### config.mk
export PLATFORM = sky130hd
export DESIGN_NAME = pattern_tone_sequencer_flat
export DESIGN_NICKNAME = d
export VERILOG_FILES = /design/src/rtl/pattern_tone_sequencer_if.sv /design/src/rtl/pattern_tone_sequencer.sv /design/src/flat_wrapper.sv
export SDC_FILE = /design/constraint.sdc
export NUM_CORES = 1
export LEC_CHECK = 0
export CORE_ASPECT_RATIO = 1.1
export CORE_MARGIN = 8
export CORE_UTILIZATION = 53
export DETAILED_ROUTE_END_ITERATION = 12
export PLACE_DENSITY_LB_ADDON = 0.12
export SLEW_MARGIN = 0
export SYNTH_ARGS = -nofsm -noshare
export SYNTH_HDL_FRONTEND = slang
export SYNTH_SLANG_ARGS = --single-unit
### constraint.sdc
create_clock -name clk -period 2.2 [get_ports clk]
set_clock_uncertainty 0.15 [all_clocks]
set_input_delay 0.22 -clock clk [delete_from_list [all_inputs] [get_ports clk]]
set_output_delay 0.22 -clock clk [all_outputs]
set_load 0.005 [all_outputs]
### src/rtl/pattern_tone_sequencer_if.sv
// pattern_tone_sequencer_if: control inputs and pattern/tone outputs of the sequencer
interface pattern_tone_sequencer_if #(parameter int SR_WIDTH = 6);
    logic                enable;
    logic [1:0]          mode;
    logic                din;
    logic [SR_WIDTH-1:0] pattern;
    logic                step_tick;
    logic                tone_out;
    modport master (output enable, mode, din, input pattern, step_tick, tone_out);
    modport slave  (input enable, mode, din, output pattern, step_tick, tone_out);
endinterface

### src/rtl/pattern_tone_sequencer.sv
// pattern_tone_sequencer: stepped pattern register driving a glitch-free square-wave oscillator (PATTERN_TONE_DIN_SYNC_EN adds 2-flop input synchronisers)
module pattern_tone_sequencer #(
    parameter int                  SR_WIDTH      = 6,
    parameter int                  PRESCALE_BITS = 20,
    parameter int                  PITCH_SHIFT   = 9,
    parameter int                  CNT_WIDTH     = 17,
    parameter logic [SR_WIDTH-1:0] TAP_MASK      = 6'b110000
) (
    input logic                      clk,
    input logic                      rst_n,
    pattern_tone_sequencer_if.slave  bus
);
    if (SR_WIDTH < 2 || SR_WIDTH > 16 || SR_WIDTH + PITCH_SHIFT > CNT_WIDTH) begin : g_bad_params
        $error("pattern_tone_sequencer: illegal SR_WIDTH/PITCH_SHIFT/CNT_WIDTH combination");
    end
    logic enable_s, din_s;
`ifdef PATTERN_TONE_DIN_SYNC_EN
    logic [1:0] enable_sync_q, din_sync_q;
    // two-flop synchronisers for the asynchronous user inputs
    always_ff @(posedge clk or negedge rst_n) begin
        if (!rst_n) begin
            enable_sync_q <= '0;
            din_sync_q    <= '0;
        end else begin
            enable_sync_q <= {enable_sync_q[0], bus.enable};
            din_sync_q    <= {din_sync_q[0], bus.din};
        end
    end
    assign enable_s = enable_sync_q[1];
    assign din_s    = din_sync_q[1];
`else
    assign enable_s = bus.enable;
    assign din_s    = bus.din;
`endif
    logic [PRESCALE_BITS-1:0] presc_q, presc_d;
    logic [SR_WIDTH-1:0]      pattern_q, pattern_d;
    logic                     step_tick_q, tick, fb;
    logic [CNT_WIDTH-1:0]     cnt_q, cnt_d, top_q, top_d, top_next;
    logic                     tone_q, tone_d, wrap;
    assign tick     = enable_s && (presc_q == '1);
    assign fb       = (pattern_q == '0) ? 1'b1 : ^(pattern_q & TAP_MASK);
    assign top_next = CNT_WIDTH'(pattern_q) << PITCH_SHIFT;
    assign wrap     = cnt_q >= top_q;
    // prescaler advance and pattern update selected by mode at the tick
    always_comb begin
        presc_d   = enable_s ? presc_q + 1'b1 : presc_q;
        pattern_d = !tick               ? pattern_q
                  : bus.mode == 2'b00   ? {din_s, pattern_q[SR_WIDTH-1:1]}
                  : bus.mode == 2'b01   ? {fb, pattern_q[SR_WIDTH-1:1]}
                  : bus.mode == 2'b10   ? pattern_q
                  :                       {pattern_q[0], pattern_q[SR_WIDTH-1:1]};
    end
    // oscillator: pitch is only reloaded at a wrap so half periods are never cut short
    always_comb begin
        cnt_d  = wrap ? '0 : cnt_q + 1'b1;
        top_d  = wrap ? top_next : top_q;
        tone_d = wrap ? (top_q != '0) && !tone_q : tone_q;
    end
    // state registers
    always_ff @(posedge clk or negedge rst_n) begin
        if (!rst_n) begin
            presc_q     <= '0;
            pattern_q   <= '0;
            step_tick_q <= 1'b0;
            cnt_q       <= '0;
            top_q       <= '0;
            tone_q      <= 1'b0;
        end else begin
            presc_q     <= presc_d;
            pattern_q   <= pattern_d;
            step_tick_q <= tick;
            cnt_q       <= cnt_d;
            top_q       <= top_d;
            tone_q      <= tone_d;
        end
    end
    assign bus.pattern   = pattern_q;
    assign bus.step_tick = step_tick_q;
    assign bus.tone_out  = tone_q;
endmodule

### src/flat_wrapper.sv
// flat-port wrapper written by rule: the top's interface ports become plain ports
module pattern_tone_sequencer_flat 
#(
    parameter int                  SR_WIDTH      = 6,
    parameter int                  PRESCALE_BITS = 20,
    parameter int                  PITCH_SHIFT   = 9,
    parameter int                  CNT_WIDTH     = 17,
    parameter logic [SR_WIDTH-1:0] TAP_MASK      = 6'b110000
)
  (clk, rst_n, bus_enable, bus_mode, bus_din, bus_pattern, bus_step_tick, bus_tone_out);
  pattern_tone_sequencer_if #(.SR_WIDTH(SR_WIDTH)) bus_i ();
  input logic clk;
  input logic rst_n;
  input wire logic [$bits(bus_i.enable)-1:0] bus_enable;
  input wire logic [$bits(bus_i.mode)-1:0] bus_mode;
  input wire logic [$bits(bus_i.din)-1:0] bus_din;
  output wire logic [$bits(bus_i.pattern)-1:0] bus_pattern;
  output wire logic [$bits(bus_i.step_tick)-1:0] bus_step_tick;
  output wire logic [$bits(bus_i.tone_out)-1:0] bus_tone_out;
  assign bus_i.enable = bus_enable;
  assign bus_i.mode = bus_mode;
  assign bus_i.din = bus_din;
  assign bus_pattern = bus_i.pattern;
  assign bus_step_tick = bus_i.step_tick;
  assign bus_tone_out = bus_i.tone_out;
  pattern_tone_sequencer #(.SR_WIDTH(SR_WIDTH), .PRESCALE_BITS(PRESCALE_BITS), .PITCH_SHIFT(PITCH_SHIFT), .CNT_WIDTH(CNT_WIDTH), .TAP_MASK(TAP_MASK)) u_core (.clk(clk), .rst_n(rst_n), .bus(bus_i));
endmodule
* After elaboration in Yosys (flattened, before gate mapping)
Cells that the tools add are included.
** Cells by class
- Add/sub/neg operators :: 2
- Multiply operators :: 0
- Div/mod/pow operators :: 0
- Magnitude comparators :: 1
- Eq/ne operators :: 4
- Shifts and indexed selects :: 0
- Multiplexer cells :: 5
- Bitwise logic cells :: 0
- Reductions and logical operators :: 8
** Operators with widths (number)
- adder 20 x 1 -> 20 bit, second input constant :: 1
- == test 20 bit, second input constant :: 1
- 2-to-1 mux 6 bit :: 3
- adder 17 x 1 -> 17 bit, second input constant :: 1
- >= comparator 17 x 15 -> 1 bit :: 1
- 2-to-1 mux 17 bit :: 1
- nonzero test 17 bit :: 1
- zero test 6 bit :: 1
- parity 6 bit :: 1
- != test 3 x 1 -> 1 bit, second input constant :: 1
- == test 2 x 1 -> 1 bit, second input constant :: 1
- == test 2 bit, second input constant :: 1
- logical AND 1 bit :: 2
- zero test 2 bit :: 1
- AND reduction 2 bit :: 1
- zero test 1 bit :: 1
- 2-to-1 mux 1 bit :: 1
** Storage, ports and cells
- Register bits after elaboration :: 51
- Latch bits :: 0
- Bits in writable memories :: 0
- Bits in read-only memories :: 0
- Input port bits :: 6
- Output and inout port bits :: 8
- Word-level logic and storage cells :: 26
- Memories kept :: 0

* Logic depth before layout (Yosys ltp)
- Word-level depth :: 4
- Gate-level depth with buffers :: 8
- Gate-level depth less buffers :: 6

* Least setup slack after synthesis
No wires, ideal clock.
- Path kind :: register -> register
- From :: register u_core.cnt_q[9]
- To :: register u_core.top_q[12]
- Library setup time :: 0.125 ns
- Arrival :: 1.904 ns
- Required time :: 1.925 ns
- Path slack :: 0.021 ns
- Cell stages (with the launch flop) :: 8
- Buffers on the path :: 1
- Period minus slack after synthesis :: 2.179 ns
- Path through :: dfrtp_1 inv_1 ha_1 or4b_1 nor3_2 o31a_4 buf_12 mux2_4
** Between the ends
- Word-level cells in the longest chain between the ends :: 1
** Ends and longest elaborated chain
- start: declaration :: RTL line pattern_tone_sequencer.sv:38 : logic [CNT_WIDTH-1:0] cnt_q, cnt_d, top_q, top_d, top_next;
- start signal: assignment :: RTL line pattern_tone_sequencer.sv:72 : cnt_q <= cnt_d;
- >= comparator 17 x 15 -> 1 bit :: RTL line pattern_tone_sequencer.sv:43 : assign wrap = cnt_q >= top_q;
- end signal: assignment :: RTL line pattern_tone_sequencer.sv:73 : top_q <= top_d;
- end: declaration :: RTL line pattern_tone_sequencer.sv:38
Every way passes these cells.
A chain may end at the register's enable or synchronous reset.

* Worst setup path after layout
- From :: register u_core.cnt_q[12]
- To :: register u_core.top_q[9]
Same word-level chain as after synthesis.

==> out/qor.yml <==
outcome:
  status: "finished, final reports clean"
hold_path:
  hp-class: "in -> async"
route:
  antenna_left: 0
  detail_route.wl_per_cell_um: 14.4
  wirelength_um: 4470
  drtIter0Drc: 60
  vias: 1657
  post-route-drc-count: 0
  via_per_inst: 5.33
  dr.pass1.iters: 4
logic_synthesis:
  ys_ff_latch: 51
  syn_inst: 221
  avgSynthCellArea_um2: 11.2
  synthFlopType: "dfrtp_1"
  syn_nets: 237
  async_flop_share_pct: 100
  synth.cell_area_um2: 2470
  ys_seq_area_share_pct: 51.7
  synthDistinctLibCells: 39
  yosys_warnings: 0
  synth_edf_count: 0
floorplan:
  rows: 26
  core-area_um2: 4550
  pin_count: 14
  floorplan.initialDensity_pct: 54.2
  dieWidth_um: 81.1
  die_h_um: 87.6
  dieArea_um2: 7100
cells_and_area:
  multi_input_area_um2: 1120
  fillers: 386
  layout-drive-gt1-share_pct: 16.5
  fin_area_um2: 2890
  diodes: 0
  area_growth_pct: 17.3
  regArea_um2: 1280
  final_nets: 270
  layoutNonFillerInstCount: 311
placement:
  port_buffers: 13
  hpwl_um: 3400
  globalplace.congestion: 0.798
  postPlaceCellArea_um2: 2730
  dpl.cell_count: 301
worst_setup_path:
  reg2reg_slack_ns: 0.009
  end_kind: "register"
  start_kind: "register"
  cp.arrival_ns: 2.24
  cp_max_fo: 8
  path_class: "reg -> reg"
  cp_data_required_time_ns: 2.25
pwr:
  irDropWorstVdd_uv: 676
  powerDensity_nw_per_um2: 690
  total_power_w: 0.00200
  leakage_nw: 1.36
timing:
  fin_crit_ns: 2.19
  final_hold_viol_count: 0
  setup_violations: 0
  rsz0062_at_grt: "yes"
  fmax_ghz: 0.456
  min_period_over_period_pct: 99.6
  slew_viol_final: 0
grt:
  antenna_found_initial: 0
  grt_pass1_vias: 1735
  grt_use_total_pct: 14.1
  grt_pass1_wl_um: 7870
  grt_max_degree: 21
  grt_overflow_total: 0
cts:
  clkTransAtPathRegs_ns: 0.09
  max-clock-path-buffers: 2
  clock_latency_ns: 0.30
  cts_tree: "yes"
  htree_num_levels: 2
  cts_made_buffers: 5
  cts-root-buf: "clkbuf_8"
  clkSinkCount: 51
run:
  max_cap_violations: 0
==> layout make-up <==
type	count	area share, %
Clock buffer	6	2.85
Multi-Input combinational cell	151	38.8
Tap cell	56	2.42
Inverter	16	2.08
Timing Repair Buffer	29	8.56
Sequential cell	51	44.1
Clock inverter	2	1.21
==> critical path, stage by stage (launching register included) <==
cell	delay (ns)
dfrtp_1	0.42
ha_4	0.28
or4b_4	0.47
nor3_4	0.20
o31a_4	0.22
mux2_2	0.34
==> report_power, final <==
| group | switching [W] | total [W] | internal [W] |
|---|---|---|---|
| clock network | 0.000308 | 0.000677 | 0.000368 |
| registers | 0.0000767 | 0.00109 | 0.00101 |
| logic | 0.000106 | 0.000231 | 0.000124 |
==> kinds of logic after synthesis <==
kind of cell,share of synthesized area (%)
adder cells (fa/ha/maj),5.07
other,0.152
flip-flops,51.7
multiplexers,5.93
buffers and inverters,3.85
AND/OR/NAND/NOR,18.2
AO/OA/AOI/OAI,4.06
XOR/XNOR,11.0
==> synth_stat cells, types with 3 or more instances <==
library cell  instances  area share [%]
a21oi_1               4            0.81
and3_1                4             1.0
dfrtp_1              51              52
ha_1                 10             5.1
inv_1                16             2.4
mux2_2                9             4.1
mux2i_1               3             1.2
nand2_1              12             1.8
nand3_1              13             2.6
nand4_1              10             2.5
nor2_1               21             3.2
nor4_1                7             1.8
o21ai_0               3            0.61
xnor2_1              23             8.2
xor2_1                8             2.8
==> cells in the final DEF, fill, tap and decap left out, types with 2 or more instances in the layout <==
cell type / netlist / final
nor2_1: 21 / 21
nand2_1: 12 / 12
and3_1: 4 / 4
mux2i_1: 3 / 3
and4_1: 2 / 2
clkdlybuf4s50_1: 0 / 12
ha_1: 10 / 9
nand3_1: 13 / 13
xor2_1: 8 / 8
or4b_4: 0 / 2
nor3_1: 2 / 2
xnor2_1: 23 / 23
nor4_1: 7 / 7
dfrtp_1: 51 / 51
inv_1: 16 / 16
nand4_1: 10 / 10
clkbuf_8: 0 / 6
mux2_2: 9 / 9
buf_4: 0 / 15
a21oi_1: 4 / 4
o21ai_0: 3 / 3
==> layer usage <==
metal	up-vias	track usage [%]	share of wire, %
li1	830	-	-
met1	810	17.2	47
met2	12	23.4	49
met3	5	2.98	2.8
met4	0	5.69	1.1
met5	-	0	0
==> metrics by stage <==
step / setup slack [ns] / TNS (ns) / hold slack (ns) / utilization [%]
4_1_cts: 0.00823 / 0 / 0.240 / 62.8
2_1_floorplan: 0.0212 / 0 / -0.226 / -
6_report: 0.00912 / 0 / 0.241 / 63.5
3_5_place_dp: 0.0103 / 0 / 0.0340 / 60.0
3_3_place_gp: 0.0600 / 0 / 0.0480 / 60.0
5_1_grt: -0.0464 / -0.460 / 0.278 / 63.5
==> sequential cells by signal, indices dropped and copies added, names as in the netlist <==
name,cells
u_core.bus.pattern,6
u_core.top_q,6
u_core.cnt_q,17
u_core.bus.tone_out,1
u_core.bus.step_tick,1
u_core.presc_q,20
==> worst paths after layout <==
check | startpoint | end | depth (start not counted)
min in group clk | u_core.presc_q[15]$_DFFE_PN0P_ | u_core.presc_q[15]$_DFFE_PN0P_ | 1
setup / recovery | u_core.cnt_q[12]$_DFF_PN0_ | u_core.top_q[9]$_DFFE_PN0P_ | 5
setup reg to reg | u_core.cnt_q[12]$_DFF_PN0_ | u_core.top_q[9]$_DFFE_PN0P_ | 5
hold / removal | rst_n | u_core.cnt_q[12]$_DFF_PN0_ | 2
max in group asynchronous | rst_n | u_core.presc_q[16]$_DFFE_PN0P_ | 3
hold reg to reg | u_core.presc_q[15]$_DFFE_PN0P_ | u_core.presc_q[15]$_DFFE_PN0P_ | 1
==> timing repair <==
item / CTS / global route
setup buffers: 0 / 1
resized for setup: 0 / 4
endpoints found under the setup margin: 4 / 21
hold buffers: 1 / 0
pin swaps: 1 / 2
hold endpoints to repair: 18 / 0
Note: power is estimated with default switching activity, not from simulation.
